## src/rtl/vga_pkg.sv

```systemverilog
// vga_pkg: playfield geometry and game-state encodings shared by the pong blocks.
// Contents:
//   X_PAD_LEFT, X_PAD_RIGHT, PAD_WIDTH, BALL_SIZE - horizontal geometry in pixels
//   MENU_START, GAME_PLAY                         - 2-bit game state codes
package vga_pkg;

    localparam int unsigned X_PAD_LEFT  = 20;
    localparam int unsigned X_PAD_RIGHT = 610;
    localparam int unsigned PAD_WIDTH   = 10;
    localparam int unsigned BALL_SIZE   = 10;

    localparam logic [1:0] MENU_START = 2'd0;
    localparam logic [1:0] GAME_PLAY  = 2'd1;

endpackage

```

## src/rtl/goal_detector.sv

```systemverilog
// goal_detector: purely combinational classification of the ball x position.
// Ports:
//   x_ball     in  11  ball left edge in pixels
//   goal_left  out 1   ball is past the left paddle line (player 2 scores)
//   goal_right out 1   ball right edge is past the right paddle (player 1 scores)
//   in_field   out 1   neither goal condition holds
module goal_detector
    import vga_pkg::*;
(
    input  logic [10:0] x_ball,
    output logic        goal_left,
    output logic        goal_right,
    output logic        in_field
);

    // 12-bit arithmetic so x_ball + BALL_SIZE cannot overflow.
    logic [11:0] x_ext;
    logic [11:0] right_edge;

    always_comb begin
        x_ext      = {1'b0, x_ball};
        right_edge = x_ext + 12'(BALL_SIZE);
        goal_left  = x_ext < 12'(X_PAD_LEFT);
        goal_right = right_edge > 12'(X_PAD_RIGHT + PAD_WIDTH);
        in_field   = !goal_left && !goal_right;
    end

endmodule

```

## src/rtl/match_score_controller.sv

```systemverilog
// match_score_controller: pong point/match tracker.
// Scores one point per goal excursion on timing_tick, detects the match winner (optionally
// win-by-two with deuce collapse) and freezes until rst or MENU_START.
// Ports:
//   clk            in  1        system clock
//   rst            in  1        synchronous active-high reset
//   timing_tick    in  1        frame enable; detection only when high
//   x_ball         in  11       ball left edge
//   state          in  2        game state; MENU_START restarts the match
//   player1_score  out SCORE_W  left player points
//   player2_score  out SCORE_W  right player points
//   point_p1       out 1        one-cycle pulse when player 1 scores
//   point_p2       out 1        one-cycle pulse when player 2 scores
//   game_over      out 1        match decided
//   winner         out 1        0 = player 1, 1 = player 2 (0 unless game_over)
module match_score_controller
    import vga_pkg::*;
#(
    parameter int unsigned SCORE_W    = 4,
    parameter int unsigned WIN_SCORE  = 9,
    parameter int unsigned WIN_BY_TWO = 0
) (
    input  logic               clk,
    input  logic               rst,
    input  logic               timing_tick,
    input  logic [10:0]        x_ball,
    input  logic [1:0]         state,
    output logic [SCORE_W-1:0] player1_score,
    output logic [SCORE_W-1:0] player2_score,
    output logic               point_p1,
    output logic               point_p2,
    output logic               game_over,
    output logic               winner
);

    typedef enum logic [1:0] {StWaitReturn, StArmed, StMatchOver} st_e;

    localparam logic [SCORE_W:0] ScoreMax = {1'b0, {SCORE_W{1'b1}}};
    localparam logic [SCORE_W:0] WinScore = (SCORE_W + 1)'(WIN_SCORE);

    st_e                st_q;
    logic [SCORE_W-1:0] p1_q, p2_q;
    logic               point_p1_q, point_p2_q, game_over_q, winner_q;

    logic goal_left, goal_right, in_field;

    goal_detector u_goal_detector (
        .x_ball     (x_ball),
        .goal_left  (goal_left),
        .goal_right (goal_right),
        .in_field   (in_field)
    );

    // Post-point scores for whichever player scores this tick; left goal has priority.
    logic [SCORE_W-1:0] scorer, opp, scorer_d, opp_d;
    logic [SCORE_W:0]   sum;
    logic               win;

    always_comb begin
        scorer = goal_left ? p2_q : p1_q;
        opp    = goal_left ? p1_q : p2_q;
        sum    = {1'b0, scorer} + (SCORE_W + 1)'(1);
        if ((WIN_BY_TWO != 0) && (sum > ScoreMax)) begin
            // Deuce collapse: drop both by one, then add the point; lead is preserved.
            scorer_d = scorer;
            opp_d    = opp - SCORE_W'(1);
        end else begin
            scorer_d = sum[SCORE_W-1:0];
            opp_d    = opp;
        end
        if (WIN_BY_TWO != 0) begin
            win = ({1'b0, scorer_d} >= WinScore) &&
                  ({1'b0, scorer_d} >= ({1'b0, opp_d} + (SCORE_W + 1)'(2)));
        end else begin
            win = ({1'b0, scorer_d} == WinScore);
        end
    end

    always_ff @(posedge clk) begin
        if (rst || (state == MENU_START)) begin
            st_q        <= StWaitReturn;
            p1_q        <= '0;
            p2_q        <= '0;
            point_p1_q  <= 1'b0;
            point_p2_q  <= 1'b0;
            game_over_q <= 1'b0;
            winner_q    <= 1'b0;
        end else begin
            point_p1_q <= 1'b0;
            point_p2_q <= 1'b0;
            if (timing_tick) begin
                unique case (st_q)
                    StWaitReturn: begin
                        if (in_field) begin
                            st_q <= StArmed;
                        end
                    end
                    StArmed: begin
                        if (goal_left || goal_right) begin
                            if (goal_left) begin
                                p2_q       <= scorer_d;
                                p1_q       <= opp_d;
                                point_p2_q <= 1'b1;
                            end else begin
                                p1_q       <= scorer_d;
                                p2_q       <= opp_d;
                                point_p1_q <= 1'b1;
                            end
                            if (win) begin
                                st_q        <= StMatchOver;
                                game_over_q <= 1'b1;
                                winner_q    <= goal_left;
                            end else begin
                                st_q <= StWaitReturn;
                            end
                        end
                    end
                    StMatchOver: begin
                        st_q <= StMatchOver;
                    end
                    default: begin
                        st_q <= StWaitReturn;
                    end
                endcase
            end
        end
    end

    assign player1_score = p1_q;
    assign player2_score = p2_q;
    assign point_p1      = point_p1_q;
    assign point_p2      = point_p2_q;
    assign game_over     = game_over_q;
    assign winner        = winner_q;

endmodule

```

## config.mk

```make
export PLATFORM = sky130hd
export DESIGN_NAME = match_score_controller
export DESIGN_NICKNAME = d
export VERILOG_FILES = /design/src/rtl/vga_pkg.sv /design/src/rtl/goal_detector.sv /design/src/rtl/match_score_controller.sv
export SDC_FILE = /design/constraint.sdc
export NUM_CORES = 1
export LEC_CHECK = 0
export CAP_MARGIN = 25
export CORE_MARGIN = 2
export CORE_UTILIZATION = 49
export DETAILED_ROUTE_END_ITERATION = 16
export PLACE_DENSITY = 0.86
export SYNTH_ARGS = -nofsm -noshare
export SYNTH_HDL_FRONTEND = slang
export SYNTH_SLANG_ARGS = --single-unit
export TNS_END_PERCENT = 50
```

## constraint.sdc

```tcl
create_clock -name clk -period 7.4 [get_ports clk]
set_input_delay 1.48 -clock clk [delete_from_list [all_inputs] [get_ports clk]]
set_output_delay 1.48 -clock clk [all_outputs]
set_load 0.02 [all_outputs]
```

==> results of run 1 <==
registers in the layout, indices dropped and copies added (netlist names):
register,count
game_over,1
point_p2,1
point_p1,1
player1_score,4
st_q,2
player2_score,4
winner,1
report_power, final:
| group | leakage (nW) | internal, mW | switching (mW) |
|---|---|---|---|
| sequential | 0.113 | 0.0756 | 0.000233 |
| clock | 0.0210 | 0.0300 | 0.0256 |
| combinational | 0.367 | 0.0122 | 0.0132 |
logic make-up (layout without fill, tap and decap cells):
family	after synthesis	in the layout
flops	14	14
buf+inv	10	35
xor+xnor	7	7
fa+ha+maj	3	3
compound gates	27	27
simple gates	53	53
mux	3	3
path summary, 6_finish.rpt:
| kind | end | cells past startpoint | slack (ns) |
|---|---|---|---|
| max | player1_score[2] | 9 | 3.24 |
| min | st_q[0] | 2 | 0.48 |
| max reg2reg | winner | 7 | 5.68 |
| min reg2reg | st_q[0] | 2 | 0.48 |
metal layers:
metal	vias up	wire length [um]	track usage (%)
met3	6	124	6.792
met5	-	0	0
li1	478	-	-
met2	30	992	34.05
met4	0	51	7.568
met1	430	992	29.00
area by class of cell:
class	instances	area, um^2
Multi-Input combinational cell	93	588.1
Clock buffer	4	36.28
Tap cell	25	31.28
Timing Repair Buffer	27	270.3
Sequential cell	14	280.3
Fill cell	156	543.0
Inverter	4	15.01
worst max-delay path: cells and delay by family:
family / cells / cell delay (ns)
AO/OA/AOI/OAI: 5 / 1.75
XOR/XNOR: 1 / 0.14
adder cells (fa/ha/maj): 1 / 0.26
buffers and inverters: 1 / 0.53
AND/OR/NAND/NOR: 1 / 0.18
metrics by stage:
stage               cell area (um^2)  hold WS (ns)  total power [mW]
floorplan                      929.6        0.4454           0.09098
global placement                1185        0.4545            0.1018
detailed placement              1185        0.4739            0.1026
CTS                             1221        0.4863            0.1582
global route                    1221        0.5110            0.1645
finish                          1221        0.4796            0.1568
Yosys cell counts, drive strengths merged:
cell and instances:
a2111oi 1, a211oi 1, a21o 1, a21oi 10, a22oi 1, a311oi 1, a31o 1, a31oi 1
a41o 4, and3 4, buf 4, clkbuf 2, dfxtp 14, ha 3, inv 4, mux2i 3
nand2 13, nand2b 1, nand3 9, nand4 3, nor2 15, nor2b 1, nor3 1, nor4 4
o2111ai 1, o211ai 1, o21a 1, o21ai 2, o311ai 1, or2 1, or2b 1, xnor2 2
xor2 5
==> impl_metrics.env, run 1 <==
export IMPL_num_vias=944
export IMPL_syn_to_final_growth_pct=31.36
export IMPL_synth_compound_area_share_pct=22.07
export IMPL_place_inst=163
export IMPL_clkSinkCount=14
export IMPL_wire_per_inst_um=12.93
export IMPL_drt_wl_total_mm=2.160
export IMPL_ys_types=39
export IMPL_final_nets=162
export IMPL_synth_mux_area_share_pct=3.230
export IMPL_start_kind="primary input"
export IMPL_crit_fanout=13
export IMPL_insertion_delay_ns=0.29
export IMPL_syn_instance_count=117
export IMPL_grt_pass1_vias=864
export IMPL_die_area_mm2=0.002261
export IMPL_initial_core_util_pct=52.70
export IMPL_final_min_clock_period_ns=4.163
export IMPL_cts_clk_slew_worst_paths_ns=0.09
export IMPL_synthSimpleGateAreaFrac_pct=27.32
export IMPL_ant_nets=0
export IMPL_max_stage_delay_ns=0.79
export IMPL_rsz0062_at_grt="no"
export IMPL_first_pass_iters=4
export IMPL_cp_cell_sequence="clkdlybuf4s50_1 -> ha_1 -> xnor2_1 -> nand3_1 -> a2111oi_2 -> o211ai_1 -> a311oi_2 -> a31oi_1 -> a41o_1"
export IMPL_min_period_over_period_pct=56.25
export IMPL_slew_headroom_pct=43.85
export IMPL_cts_root_buffer="clkbuf_4"
export IMPL_synth_seq_cells=14
export IMPL_crit_path_end_kind="flop"
export IMPL_min_path_type="flop to flop"
export IMPL_finalClockSkew_ns=0.006859
export IMPL_critical_path_class="primary input to flop"
export IMPL_fp_dieH_um=47.56
export IMPL_tns_ns=0
export IMPL_tightest_slew_ns=0.8422
export IMPL_yosysWarnings=0
export IMPL_port_buffers=27
export IMPL_htree_levels=1
export IMPL_hold_viol_final=0
export IMPL_dr_first_iter_drc_count=18
export IMPL_netlist_area_leader_share_pct=30.15
export IMPL_gp_congestion=0.9422
export IMPL_cts_resized=0
export IMPL_final_common_cell="clkdlybuf4s50_1"
export IMPL_peakVddDrop_mv=0.1189
export IMPL_drive_above_1_share_pct=8.451
export IMPL_die_w_um=47.56
export IMPL_worstPathRequired_ns=7.59
export IMPL_grt_usage_pct=21.96
export IMPL_dp_hpwl_mm=1.700
export IMPL_num_rows=15
export IMPL_drv_cap=0
export IMPL_post_route_util_pct=69.22
export IMPL_cp_startpoint="x_ball[2]"
export IMPL_postCtsHoldBufs=0
export IMPL_drc_errors=0
export IMPL_antenna_cells=0
export IMPL_final_cell_mix="27 x clkdlybuf4s50_1, 15 x nor2_1, 14 x dfxtp_1"
export IMPL_worst_path_max_delay_cell="a311oi_2"
export IMPL_outcome="completed"
export IMPL_setup_slack_ns=3.237
export IMPL_grt_antenna_before_repair=0
export IMPL_grt_max_degree=15
export IMPL_layout_cells_non_filler=167
export IMPL_grt_pass1_wl_mm=3.484
export IMPL_synth_top_family_by_area="simple AND/OR/NAND/NOR gates"
export IMPL_place_ws_ns=2.990
export IMPL_cts_buffers=3
export IMPL_cts_tree="built"
export IMPL_leakage_nw=0.5006
export IMPL_ios=28
export IMPL_worstPathArrival_ns=4.35
export IMPL_synth_cell_area_um2=929.6
export IMPL_synth_xor_area_share_pct=6.595
export IMPL_cts_setup_buffers=0
export IMPL_netlist_top_cells_area="dfxtp_1 30%, nor2_1 6.1%, nand2_1 5.2%"
export IMPL_drv_slew=0
export IMPL_core_area_mm2=0.001764
export IMPL_setup_viol=0
export IMPL_synthAdderAreaFrac_pct=4.038
export IMPL_max_freq_ghz=0.2402
export IMPL_synth_area_leader_cell="dfxtp_1"
export IMPL_hold_path_startpoint="st_q[0]"
export IMPL_syn_nets=136
export IMPL_globalRouteOverflowTotal=0
export IMPL_vias_per_cell=5.653
export IMPL_yosysSeqAreaShare_pct=30.15
export IMPL_clk_path_buf_depth=2
export IMPL_power_density_mw_per_mm2=128.4
export IMPL_r2r_start="player1_score[0]"
export IMPL_avgSynthCellArea_um2=7.946
No activity file was read; power rests on OpenSTA's default activity.
==> inputs of run 2 (changes only) <==
--- a/config.mk
+++ b/config.mk
@@ -7,9 +7,9 @@
 export LEC_CHECK = 0
 export CAP_MARGIN = 25
 export CORE_MARGIN = 2
-export CORE_UTILIZATION = 49
+export CORE_UTILIZATION = 41
 export DETAILED_ROUTE_END_ITERATION = 16
-export PLACE_DENSITY = 0.86
+export PLACE_DENSITY = 0.77
 export SYNTH_ARGS = -nofsm -noshare
 export SYNTH_HDL_FRONTEND = slang
 export SYNTH_SLANG_ARGS = --single-unit
==> constraint.sdc (replaced) <==
create_clock -name clk -period 3.8 [get_ports clk]
set_input_delay 0.76 -clock clk [delete_from_list [all_inputs] [get_ports clk]]
set_output_delay 0.76 -clock clk [all_outputs]
set_load 0.02 [all_outputs]
==> impl_metrics.env, run 2 (same netlist as run 1, synthesis figures left out) <==
export IMPL_finalClockSkew_ns=0.008794
export IMPL_ant_nets=0
export IMPL_wire_per_inst_um=12.19
export IMPL_layout_cells_non_filler=172
export IMPL_dr_first_iter_drc_count=18
export IMPL_grt_max_degree=14
export IMPL_cts_clk_slew_worst_paths_ns=0.09
export IMPL_power_density_mw_per_mm2=245.2
export IMPL_globalRouteOverflowTotal=0
export IMPL_gp_congestion=0.9888
export IMPL_cp_cell_sequence="clkdlybuf4s50_1 -> nor4_1 -> nand3_1 -> mux2i_1 -> inv_1 -> ha_1 -> xor2_1 -> and3_1 -> a21oi_1 -> a41o_1"
export IMPL_die_w_um=51.62
export IMPL_grt_pass1_vias=864
export IMPL_ios=28
export IMPL_cts_buffers=3
export IMPL_place_ws_ns=0.3280
export IMPL_worstPathRequired_ns=3.99
export IMPL_drv_slew=0
export IMPL_drc_errors=0
export IMPL_insertion_delay_ns=0.28
export IMPL_setup_slack_ns=0.5754
export IMPL_postCtsHoldBufs=0
export IMPL_hold_viol_final=0
export IMPL_clkSinkCount=14
export IMPL_num_vias=948
export IMPL_cts_tree="built"
export IMPL_port_buffers=27
export IMPL_max_stage_delay_ns=0.56
export IMPL_drive_above_1_share_pct=9.722
export IMPL_cts_root_buffer="clkbuf_4"
export IMPL_grt_pass1_wl_mm=3.436
export IMPL_first_pass_iters=4
export IMPL_max_freq_ghz=0.3101
export IMPL_crit_fanout=9
export IMPL_worst_path_max_delay_cell="clkdlybuf4s50_1"
export IMPL_drv_cap=0
export IMPL_syn_to_final_growth_pct=33.38
export IMPL_path_buf_inv=2
export IMPL_crit_path_end_kind="flop"
export IMPL_min_period_over_period_pct=84.86
export IMPL_fp_dieH_um=51.62
export IMPL_final_cell_mix="27 x clkdlybuf4s50_1, 15 x nor2_1, 14 x dfxtp_1"
export IMPL_worstPathArrival_ns=3.41
export IMPL_cts_resized=0
export IMPL_tns_ns=0
export IMPL_rsz0062_at_grt="no"
export IMPL_peakVddDrop_mv=0.1184
export IMPL_htree_levels=1
export IMPL_antenna_cells=0
export IMPL_initial_core_util_pct=42.85
export IMPL_dp_hpwl_mm=1.677
export IMPL_leakage_nw=0.5102
export IMPL_setup_viol=0
export IMPL_finalInstanceArea_mm2=0.001240
export IMPL_die_area_mm2=0.002664
export IMPL_outcome="completed"
export IMPL_grt_antenna_before_repair=0
export IMPL_final_common_cell="clkdlybuf4s50_1"
export IMPL_drt_wl_total_mm=2.096
export IMPL_slew_headroom_pct=63.94
export IMPL_grt_usage_pct=17.30
export IMPL_place_inst=168
export IMPL_core_area_mm2=0.002170
export IMPL_clk_path_buf_depth=2
export IMPL_start_kind="primary input"
export IMPL_cts_setup_buffers=0
export IMPL_critical_path_class="primary input to flop"
export IMPL_post_dp_cell_area_mm2=0.001204
export IMPL_tightest_slew_ns=0.5389
export IMPL_min_path_type="flop to flop"
export IMPL_power_mw=0.3040
export IMPL_num_rows=17
export IMPL_final_nets=164
export IMPL_vias_per_cell=5.512
export IMPL_final_min_clock_period_ns=3.225
export IMPL_path_delay_family="simple AND/OR/NAND/NOR gates"
run 2: changes by cell type in the layout (fill, tap and decap cells not counted), sizes merged:
cell | previous run | this run
buf | 0 | 2
run 2: worst register-to-register path, cell delays in order (launching register included):
cell	delay [ns]
dfxtp_1	0.36
mux2i_1	0.21
inv_1	0.08
ha_1	0.25
xor2_1	0.15
and3_1	0.23
a21oi_1	0.08
a41o_1	0.20
run 2: through the flow:
stage          util (%)  hold WS (ns)
6_report          57.15        0.4781
2_1_floorplan         -        0.4454
5_1_grt           57.15        0.5387
3_5_place_dp      55.48        0.4646
3_3_place_gp      55.48        0.4574
4_1_cts           57.15        0.4828
run 2: power breakdown:
| group | switching (mW) | internal, mW |
|---|---|---|
| registers | 0.000471 | 0.147 |
| logic | 0.0251 | 0.0241 |
| clock network | 0.0487 | 0.0583 |
| total | 0.0743 | 0.230 |
run 2: metal layers:
layer  wire [um]  GRT usage [%]
met1         873          18.00
met2        1062          31.20
met3         120          4.310
met4          40          10.09
met5           0              0
run 2: worst paths after layout:
kind                     from  cells past startpoint         to  slack [ns]
min reg2reg         game_over                      2  game_over        0.48
min                 game_over                      2  game_over        0.48
max                 x_ball[5]                     10     winner        0.58
max reg2reg  player1_score[0]                      7     winner        2.14
run 2: area by class of cell:
type	count	area (um^2)
Timing Repair Buffer	29	285.3
Clock buffer	4	36.28
Tap cell	28	35.03
Inverter	4	15.01
Multi-Input combinational cell	93	588.1
Sequential cell	14	280.3
Fill cell	212	929.6
==> inputs of run 3 (changes only) <==
==> constraint.sdc (replaced) <==
create_clock -name clk -period 2.77 [get_ports clk]
set_input_delay 0.554 -clock clk [delete_from_list [all_inputs] [get_ports clk]]
set_output_delay 0.554 -clock clk [all_outputs]
set_load 0.02 [all_outputs]
==> impl_metrics.env, run 3 (same netlist as run 1, synthesis figures left out) <==
export IMPL_wire_per_inst_um=13.07
export IMPL_gp_congestion=0.8709
export IMPL_cts_clk_slew_worst_paths_ns=0.09
export IMPL_max_freq_ghz=0.3843
export IMPL_grt_max_degree=13
export IMPL_final_cell_mix="25 x clkdlybuf4s50_1, 18 x buf_4, 14 x nor2_1, 14 x dfxtp_1, 13 x nand2_1"
export IMPL_grt_use_met3_pct=4.598
export IMPL_busiest_layer="met2"
export IMPL_worstPathArrival_ns=2.78
export IMPL_clkSinkCount=14
export IMPL_path_delay_family="simple AND/OR/NAND/NOR gates"
export IMPL_die_w_um=51.62
export IMPL_drv_slew=0
export IMPL_num_vias=1049
export IMPL_final_min_clock_period_ns=2.602
export IMPL_max_stage_delay_ns=0.42
export IMPL_core_area_mm2=0.002170
export IMPL_antenna_cells=0
export IMPL_dp_hpwl_mm=1.838
export IMPL_htree_levels=1
export IMPL_syn_to_final_growth_pct=52.62
export IMPL_start_kind="primary input"
export IMPL_leakage_nw=0.6216
export IMPL_cp_cell_sequence="clkdlybuf4s50_1 -> nor4_1 -> nand3_2 -> mux2i_1 -> inv_1 -> ha_1 -> xor2_1 -> and3_1 -> a21oi_1 -> a41o_1"
export IMPL_slew_headroom_pct=67.44
export IMPL_globalRouteOverflowTotal=0
export IMPL_grt_use_met1_pct=22.70
export IMPL_tightest_slew_ns=0.4866
export IMPL_die_area_mm2=0.002664
export IMPL_cts_buffers=3
export IMPL_ff2ff_path_depth=7
export IMPL_multi_input_area_um2=636.9
export IMPL_finalClockSkew_ns=0.01088
export IMPL_rsz0062_at_grt="no"
export IMPL_grt_pass1_vias=999
export IMPL_grt_use_met2_pct=36.54
export IMPL_grt_usage_pct=20.73
export IMPL_setup_viol=0
export IMPL_tns_ns=0
export IMPL_grt_antenna_before_repair=0
export IMPL_fp_dieH_um=51.62
export IMPL_worstPathRequired_ns=2.95
export IMPL_port_buffers=27
export IMPL_clk_path_buf_depth=2
export IMPL_cp_startpoint="x_ball[5]"
export IMPL_insertion_delay_ns=0.29
export IMPL_vias_per_cell=5.550
export IMPL_ant_nets=0
export IMPL_place_inst=182
export IMPL_fill_cells=204
export IMPL_ios=28
export IMPL_final_nets=181
export IMPL_drt_wl_total_mm=2.471
export IMPL_critical_path_class="primary input to flop"
export IMPL_rrSetupSlack_ns=1.11
export IMPL_initial_core_util_pct=42.85
export IMPL_timing_rr_end="winner"
export IMPL_path_buf_inv=2
export IMPL_r2r_start="player2_score[2]"
export IMPL_crit_path_end_kind="flop"
export IMPL_dr_first_iter_drc_count=14
export IMPL_min_path_type="flop to flop"
export IMPL_cp_endpoint="winner"
export IMPL_num_rows=17
export IMPL_power_density_mw_per_mm2=312.7
export IMPL_hold_viol_final=0
export IMPL_final_common_cell="clkdlybuf4s50_1"
export IMPL_postCtsHoldBufs=0
export IMPL_min_period_over_period_pct=93.95
export IMPL_cts_tree="built"
export IMPL_worst_path_stages=10
export IMPL_outcome="completed"
export IMPL_first_pass_iters=4
export IMPL_cts_root_buffer="clkbuf_4"
export IMPL_hold_path_startpoint="st_q[0]"
export IMPL_seq_area_um2=280.3
export IMPL_layout_cells_non_filler=189
export IMPL_drive_above_1_share_pct=22.98
export IMPL_crit_fanout=4
export IMPL_drv_cap=0
export IMPL_drc_errors=0
export IMPL_peakVddDrop_mv=0.1840
export IMPL_worst_path_max_delay_cell="clkdlybuf4s50_1"
export IMPL_grt_pass1_wl_mm=4.119
## run 3: changes by cell type in the layout (fill, tap and decap cells not counted), sizes merged
cell and delta:
dlymetal6s2s +2, clkdlybuf4s50 -2, buf +17
## run 3: routing by layer
layer	share of wire [%]	wire length [um]
met1	42	1043
met2	50	1229
met3	5.2	129
met4	2.8	69
met5	0	0
## run 3: how the worst min path moves through the flow
stage	end	slack (ns)	depth (start not counted)
2_1_floorplan	st_q[0]	0.45	2
3_5_place_dp	st_q[0]	0.47	2
4_1_cts	st_q[0]	0.49	2
3_3_place_gp	st_q[0]	0.46	2
6_report	st_q[0]	0.48	2
5_1_grt	st_q[0]	0.50	2
## run 3: report_power, final
group / internal [mW] / leakage (nW) / switching, mW
sequential: 0.202 / 0.113 / 0.000583
clock: 0.0801 / 0.0210 / 0.0712
combinational: 0.0466 / 0.488 / 0.0432
total: 0.329 / 0.622 / 0.115
## run 3: per-stage QoR
stage	setup WS, ns	area, um^2	util [%]	hold slack (ns)	power, mW
final	0.1676	1419	65.40	0.4827	0.4437
after CTS	0.02144	1360	62.69	0.4851	0.4365
after global routing	0.01973	1419	65.40	0.4998	0.4595
after floorplan	0.1840	929.6	-	0.4454	0.2430
after detailed placement	-0.2985	1309	60.32	0.4712	0.2863
after global placement	-0.1992	1309	60.32	0.4573	0.2836
## run 3: cell type report
type / instances / share of cell area (%)
clock buffer: 4 / 2.557
tap: 28 / 2.469
multi-input combinational: 93 / 44.89
sequential: 14 / 19.75
inverter: 4 / 1.058
timing repair buffer: 46 / 29.28
## run 3: tightest hold or removal path, stage by stage (launching register included)
cell and delay [ns]:
dfxtp_1 0.32, nand2b_1 0.07, a21oi_1 0.05
## run 3: repair_timing
item                                    4_1_cts  5_1_grt
resized for setup                             0       13
buffers inserted                              2        0
cloned                                        0        1
endpoints found under the setup margin        2        7
pin swaps                                     0        3
